File: src/rtl/package_defs.sv
// Framing constants shared by the transmit framer and the receive/window path.
// Both ends must agree on package size, start byte, byte positions and function codes.
package package_defs;

  localparam int DATA_WIDTH       = 8;
  localparam int PACKAGE_SIZE     = 11;
  localparam int PAYLOAD_BYTES    = 8;
  localparam int PACKAGE_NO_INDEX = 6;

  // 1-indexed byte positions within a package
  localparam int PACKAGE_START = 1;
  localparam int PACKAGE_FUNC  = 2;
  localparam int PACKAGE_SUM   = 11;

  localparam logic [7:0] PACKAGE_START_BYTE = 8'h55;

  localparam logic [7:0] FUNC_ACCEL = 8'h51;
  localparam logic [7:0] FUNC_GYRO  = 8'h52;
  localparam logic [7:0] FUNC_ANGLE = 8'h53;

  // 0-based index of the checksum byte inside the framer
  localparam logic [3:0] LAST_IDX = 4'(PACKAGE_SUM - 1);

  typedef enum logic {
    ST_IDLE,
    ST_SEND
  } tx_state_e;

endpackage

File: src/rtl/package_checksum.sv
// Package checksum: start byte + func + 8 payload bytes, summed mod 256.
// Ports: func_i (function code), data_i (8 payload bytes), sum_o (8-bit sum).
module package_checksum
  import package_defs::*;
(
  input  logic [7:0]  func_i,
  input  logic [63:0] data_i,
  output logic [7:0]  sum_o
);

  always_comb begin
    sum_o = PACKAGE_START_BYTE + func_i;
    for (int k = 0; k < PAYLOAD_BYTES; k++) begin
      sum_o = sum_o + data_i[8*k +: 8];
    end
  end

endmodule

File: src/rtl/package_framer_tx.sv
// Transmit framer: turns one request (func + 8 bytes) into an 11-byte package
// pushed byte by byte into the BlueTooth request FIFO.
// Ports: clk, rst_n, pkg_func_i/pkg_data_i/pkg_vld_i/pkg_rdy_o (request side),
//        fifo_data_o/fifo_data_o_vld/fifo_data_i_rdy (FIFO side), busy_o, pkg_cnt_o.
module package_framer_tx
  import package_defs::*;
(
  input  logic                        clk,
  input  logic                        rst_n,
  input  logic [7:0]                  pkg_func_i,
  input  logic [63:0]                 pkg_data_i,
  input  logic                        pkg_vld_i,
  output logic                        pkg_rdy_o,
  output logic [DATA_WIDTH-1:0]       fifo_data_o,
  output logic                        fifo_data_o_vld,
  input  logic                        fifo_data_i_rdy,
  output logic                        busy_o,
  output logic [PACKAGE_NO_INDEX-1:0] pkg_cnt_o
);

  tx_state_e                   state_q, state_d;
  logic [3:0]                  idx_q, idx_d;
  logic [7:0]                  func_q, func_d;
  logic [63:0]                 data_q, data_d;
  logic [7:0]                  sum_q, sum_d;
  logic [7:0]                  out_q, out_d;
  logic                        vld_q, vld_d;
  logic                        rdy_q, rdy_d;
  logic [PACKAGE_NO_INDEX-1:0] cnt_q, cnt_d;

  logic [7:0] in_sum;
  logic [3:0] nxt_idx;
  logic [2:0] pay_idx;
  logic [7:0] nxt_byte;

  package_checksum u_sum (
    .func_i (pkg_func_i),
    .data_i (pkg_data_i),
    .sum_o  (in_sum)
  );

  // Byte following the one on the bus; index 0 (start byte) is
  // loaded directly at accept time, so only 1..10 appear here.
  assign nxt_idx = idx_q + 4'd1;
  assign pay_idx = nxt_idx[2:0] - 3'd2;

  always_comb begin
    nxt_byte = sum_q;
    if (nxt_idx == 4'd1) begin
      nxt_byte = func_q;
    end else if (nxt_idx < LAST_IDX) begin
      nxt_byte = data_q[{pay_idx, 3'b000} +: 8];
    end
  end

  always_comb begin
    state_d = state_q;
    idx_d   = idx_q;
    func_d  = func_q;
    data_d  = data_q;
    sum_d   = sum_q;
    out_d   = out_q;
    vld_d   = vld_q;
    rdy_d   = rdy_q;
    cnt_d   = cnt_q;
    unique case (state_q)
      ST_IDLE: begin
        rdy_d = 1'b1;
        if (pkg_vld_i && rdy_q) begin
          func_d  = pkg_func_i;
          data_d  = pkg_data_i;
          sum_d   = in_sum;
          idx_d   = 4'd0;
          out_d   = PACKAGE_START_BYTE;
          vld_d   = 1'b1;
          rdy_d   = 1'b0;
          state_d = ST_SEND;
        end
      end
      ST_SEND: begin
        if (fifo_data_i_rdy) begin
          if (idx_q == LAST_IDX) begin
            idx_d   = 4'd0;
            out_d   = '0;
            vld_d   = 1'b0;
            rdy_d   = 1'b1;
            cnt_d   = cnt_q + 1'b1;
            state_d = ST_IDLE;
          end else begin
            idx_d = nxt_idx;
            out_d = nxt_byte;
          end
        end
      end
      default: begin
        state_d = ST_IDLE;
      end
    endcase
  end

  always_ff @(posedge clk or negedge rst_n) begin
    if (!rst_n) begin
      state_q <= ST_IDLE;
      idx_q   <= '0;
      func_q  <= '0;
      data_q  <= '0;
      sum_q   <= '0;
      out_q   <= '0;
      vld_q   <= 1'b0;
      rdy_q   <= 1'b0;
      cnt_q   <= '0;
    end else begin
      state_q <= state_d;
      idx_q   <= idx_d;
      func_q  <= func_d;
      data_q  <= data_d;
      sum_q   <= sum_d;
      out_q   <= out_d;
      vld_q   <= vld_d;
      rdy_q   <= rdy_d;
      cnt_q   <= cnt_d;
    end
  end

  assign pkg_rdy_o       = rdy_q;
  assign fifo_data_o     = out_q;
  assign fifo_data_o_vld = vld_q;
  assign busy_o          = (state_q != ST_IDLE);
  assign pkg_cnt_o       = cnt_q;

endmodule

File: config.mk
export PLATFORM = sky130hd
export DESIGN_NAME = package_framer_tx
export DESIGN_NICKNAME = d
export VERILOG_FILES = /design/src/rtl/package_defs.sv /design/src/rtl/package_checksum.sv /design/src/rtl/package_framer_tx.sv
export SDC_FILE = /design/constraint.sdc
export NUM_CORES = 1
export LEC_CHECK = 0
export ABC_AREA = 0
export CAP_MARGIN = 0
export CORE_UTILIZATION = 50
export CTS_BUF_LIST = sky130_fd_sc_hd__clkbuf_8
export DETAILED_ROUTE_END_ITERATION = 8
export PLACE_DENSITY_LB_ADDON = 0.05
export SLEW_MARGIN = 5
export SYNTH_ARGS = -nofsm -noshare
export SYNTH_HDL_FRONTEND = slang
export SYNTH_SLANG_ARGS = --single-unit
File: constraint.sdc
create_clock -name clk -period 5.2 [get_ports clk]
set_clock_uncertainty 0.05 [all_clocks]
set_input_delay 1.04 -clock clk [delete_from_list [all_inputs] [get_ports clk]]
set_output_delay 1.04 -clock clk [all_outputs]
set_load 0.02 [all_outputs]
==> flow_metrics.py <==
metrics = {
    "drt": {
        "drc": 0,
        "avgRoutedWirePerCell_um": 16.2,
        "num_vias": 4559,
        "drtIter0Drc": 283,
        "viasPerCell": 5.16,
        "antenna_left": 0,
        "firstDrtPassIters": 5,
        "routed_wl_um": 14400,
    },
    "grt": {
        "grt_use_total_pct": 24.1,
        "grt_pass1_wl_um": 23200,
        "grt-ovfl-total": 0,
        "grt_max_degree": 76,
        "antenna_found_initial": 0,
        "grt_pass1_vias": 4579,
    },
    "timing": {
        "finalHoldViolCount": 0,
        "tightest_slew_ns": 0.982,
        "period_share_pct": 97.6,
        "rsz0062_at_grt": "no",
        "setup_viol": 0,
        "fmax_mhz": 197,
        "period_minus_slack_ns": 5.07,
        "drv_slew": 0,
        "maxSlewHeadroom_pct": 34.6,
        "holdWs_ns": 0.422,
    },
    "power": {
        "ir_worst_vdd_mv": 0.342,
        "total_leakage_power_nw": 3.73,
        "p_per_area_nw_per_um2": 621,
        "swShare_pct": 41.7,
        "switchingPower_mw": 1.96,
        "p_clk_share_pct": 10.1,
        "cell_internal_pwr_mw": 2.75,
        "seqPwrFrac_pct": 29.7,
        "power_frac_comb_pct": 60.2,
        "finalPower_mw": 4.71,
    },
    "status": {
        "outcome": "finished clean",
    },
    "cells_and_area": {
        "final_common_cell": "nand2_1",
        "fin_nets": 871,
        "n_antenna_cell": 0,
        "layout-drive-gt1-share_pct": 11.3,
        "fin_util_pct": 63.2,
        "final_cell_area_um2": 7590,
        "mostFrequentLayoutCells": "nand2_1 (194), dfrtp_1 (101), clkdlybuf4s50_1 (83)",
        "final_cells": 884,
        "area_growth_pct": 22.9,
    },
    "hold_path": {
        "hp-start": "pkg_cnt_o[5]",
        "hold_depth": 1,
        "holdPathEnd": "pkg_cnt_o[5]",
        "hold_class": "flop to flop",
    },
    "worst_setup_path": {
        "required_ns": 5.43,
        "r2r_slack_ns": 1.95,
        "slowest_delay_ns": 0.56,
        "cp.arrival_ns": 5.30,
        "worstReg2RegEnd": "fifo_data_o[3]",
        "worstSetupEndpointType": "flop",
        "critical_path_class": "primary input to flop",
        "start_kind": "primary input",
        "crit_chain": "clkdlybuf4s50_1 > fa_2 > fa_1 > fa_1 > inv_2 > fa_1 > fa_2 > inv_1 > ha_2 > a211oi_2 > o21bai_1 > a21oi_1 > xnor3_1 > mux2_2",
        "worstPathMaxFanout": 2,
        "r2r_cells": 6,
        "cpLargestDelayFamily": "adder cells",
        "r2r-start": "idx_q[0]",
        "critPathBufInv": 3,
        "cpMostUsedCell": "fa_1",
        "cp_slowest_cell": "fa_1",
    },
    "floorplanning": {
        "die_w_um": 113,
        "boundaryPins": 93,
        "start_util_pct": 51.4,
        "core-area_um2": 12000,
        "rows": 40,
        "die_h_um": 113,
        "dieArea_um2": 12800,
    },
    "placed_design": {
        "dpl.cell_count": 868,
        "io_buffers": 92,
        "placed_cell_area_um2": 7320,
        "gp_congestion": 0.839,
        "dp_hpwl_um": 10700,
    },
    "cts": {
        "cts-root-to-sink-buffers": 2,
        "clock_latency_ns": 0.38,
        "ctsRootBufferMaster": "clkbuf_8",
        "cts_inserted_buffers": 9,
        "cts_setup_buffers": 0,
        "path_clk_slew_ns": 0.10,
        "clkSinkCount": 101,
        "h-tree-depth": 3,
        "cts_tree": "yes",
        "hold_buffers": 0,
    },
    "synthesis": {
        "synth_nets": 776,
        "syn_inst": 637,
        "avgSynthCellArea_um2": 9.70,
        "synth_edf_count": 0,
        "syn-cell-area_um2": 6180,
        "ys_seq_area_share_pct": 40.9,
        "yosysWarnings": 0,
        "synth-seq-cells": 101,
        "synthFlopType": "dfrtp_1",
        "ys_types": 52,
        "synth_async_sr_flop_share_pct": 100,
    },
    "flow_run": {
        "cap_violations": 0,
    },
}
logic make-up (layout without fill, tap and decap cells):
logic type               count (synthesis)  count (layout)  share of synthesized area, %
adder cells (fa/ha/maj)                 63              63                          18.0
multiplexers                            24              24                          5.85
AO/OA/AOI/OAI                           88              88                          9.44
buffers and inverters                  104             204                          6.60
XOR/XNOR                                24              24                          4.15
AND/OR/NAND/NOR                        233             233                          15.0
flip-flops                             101             101                          40.9
synth_stat cells (all sizes together) (4+ instances only):
cell | number | area [um^2]
a211oi | 6 | 45.0
a21oi | 5 | 25.0
a221o | 4 | 40.0
buf | 9 | 51.3
clkbuf | 19 | 71.3
dfrtp | 101 | 2530
fa | 43 | 861
ha | 20 | 250
inv | 76 | 285
mux2 | 7 | 78.8
mux2i | 8 | 80.1
mux4 | 9 | 203
nand2 | 194 | 728
nor2 | 19 | 71.3
nor4 | 4 | 25.0
o21ai | 47 | 239
o32ai | 4 | 35.0
xnor2 | 17 | 168
xor2 | 5 | 43.8
timing repair:
action,CTS,global route
pin swaps,9,22
endpoints found under the setup margin,2,2
gates resized for setup,5,27
worst max-delay path by stage:
| stage | start | end | slack, ns | depth (start not counted) |
|---|---|---|---|---|
| floorplan | pkg_data_i[10] | sum_q[7] | 0.01 | 15 |
| global placement | pkg_data_i[10] | sum_q[7] | -0.56 | 16 |
| detailed placement | pkg_data_i[10] | sum_q[7] | -0.62 | 16 |
| CTS | pkg_data_i[10] | sum_q[7] | -0.02 | 16 |
| global route | pkg_data_i[52] | sum_q[7] | 0.0001 | 12 |
| finish | pkg_data_i[17] | sum_q[7] | 0.13 | 14 |
registers in the layout, summed over array words and instances (netlist names):
register and flops:
data_q 64, fifo_data_o 8, func_q 8, sum_q 8, pkg_cnt_o 6, idx_q 4, busy_o 1, fifo_data_o_vld 1
pkg_rdy_o 1
power groups by stage:
| stage | combinational (mW) | sequential [mW] | clock [mW] |
|---|---|---|---|
| 2_1_floorplan | 1.87 | 1.37 | 0 |
| 3_3_place_gp | 2.64 | 1.40 | 0 |
| 6_report | 2.83 | 1.40 | 0.475 |
| 4_1_cts | 2.69 | 1.40 | 0.486 |
| 5_1_grt | 3.15 | 1.45 | 0.515 |
| 3_5_place_dp | 2.68 | 1.41 | 0 |
layer usage:
layer  GRT usage, %  share of wire, %  vias up
li1               -                 -     2241
met1           33.9                47     2188
met2           38.2                47      115
met3           5.25               4.6       15
met4           6.40               1.6        0
met5              0                 0        -
final cells by class:
type                    count  area (um^2)
inverters                  76          285
clock inverters             5         27.5
fillers                  1036         4420
flip-flops and latches    101         2530
repair buffers            112         1080
clock buffers              11          151
multi-input cells         432         3330
well taps                 147          184
stage by stage:
| stage | TNS [ns] | worst slack, ns |
|---|---|---|
| 5_1_grt | 0 | 0.000133 |
| 3_3_place_gp | -1.19 | -0.558 |
| 4_1_cts | -0.0153 | -0.0153 |
| 3_5_place_dp | -1.34 | -0.619 |
| 6_report | 0 | 0.126 |
| 2_1_floorplan | 0 | 0.00955 |
No activity file was read; power rests on OpenSTA's default activity.
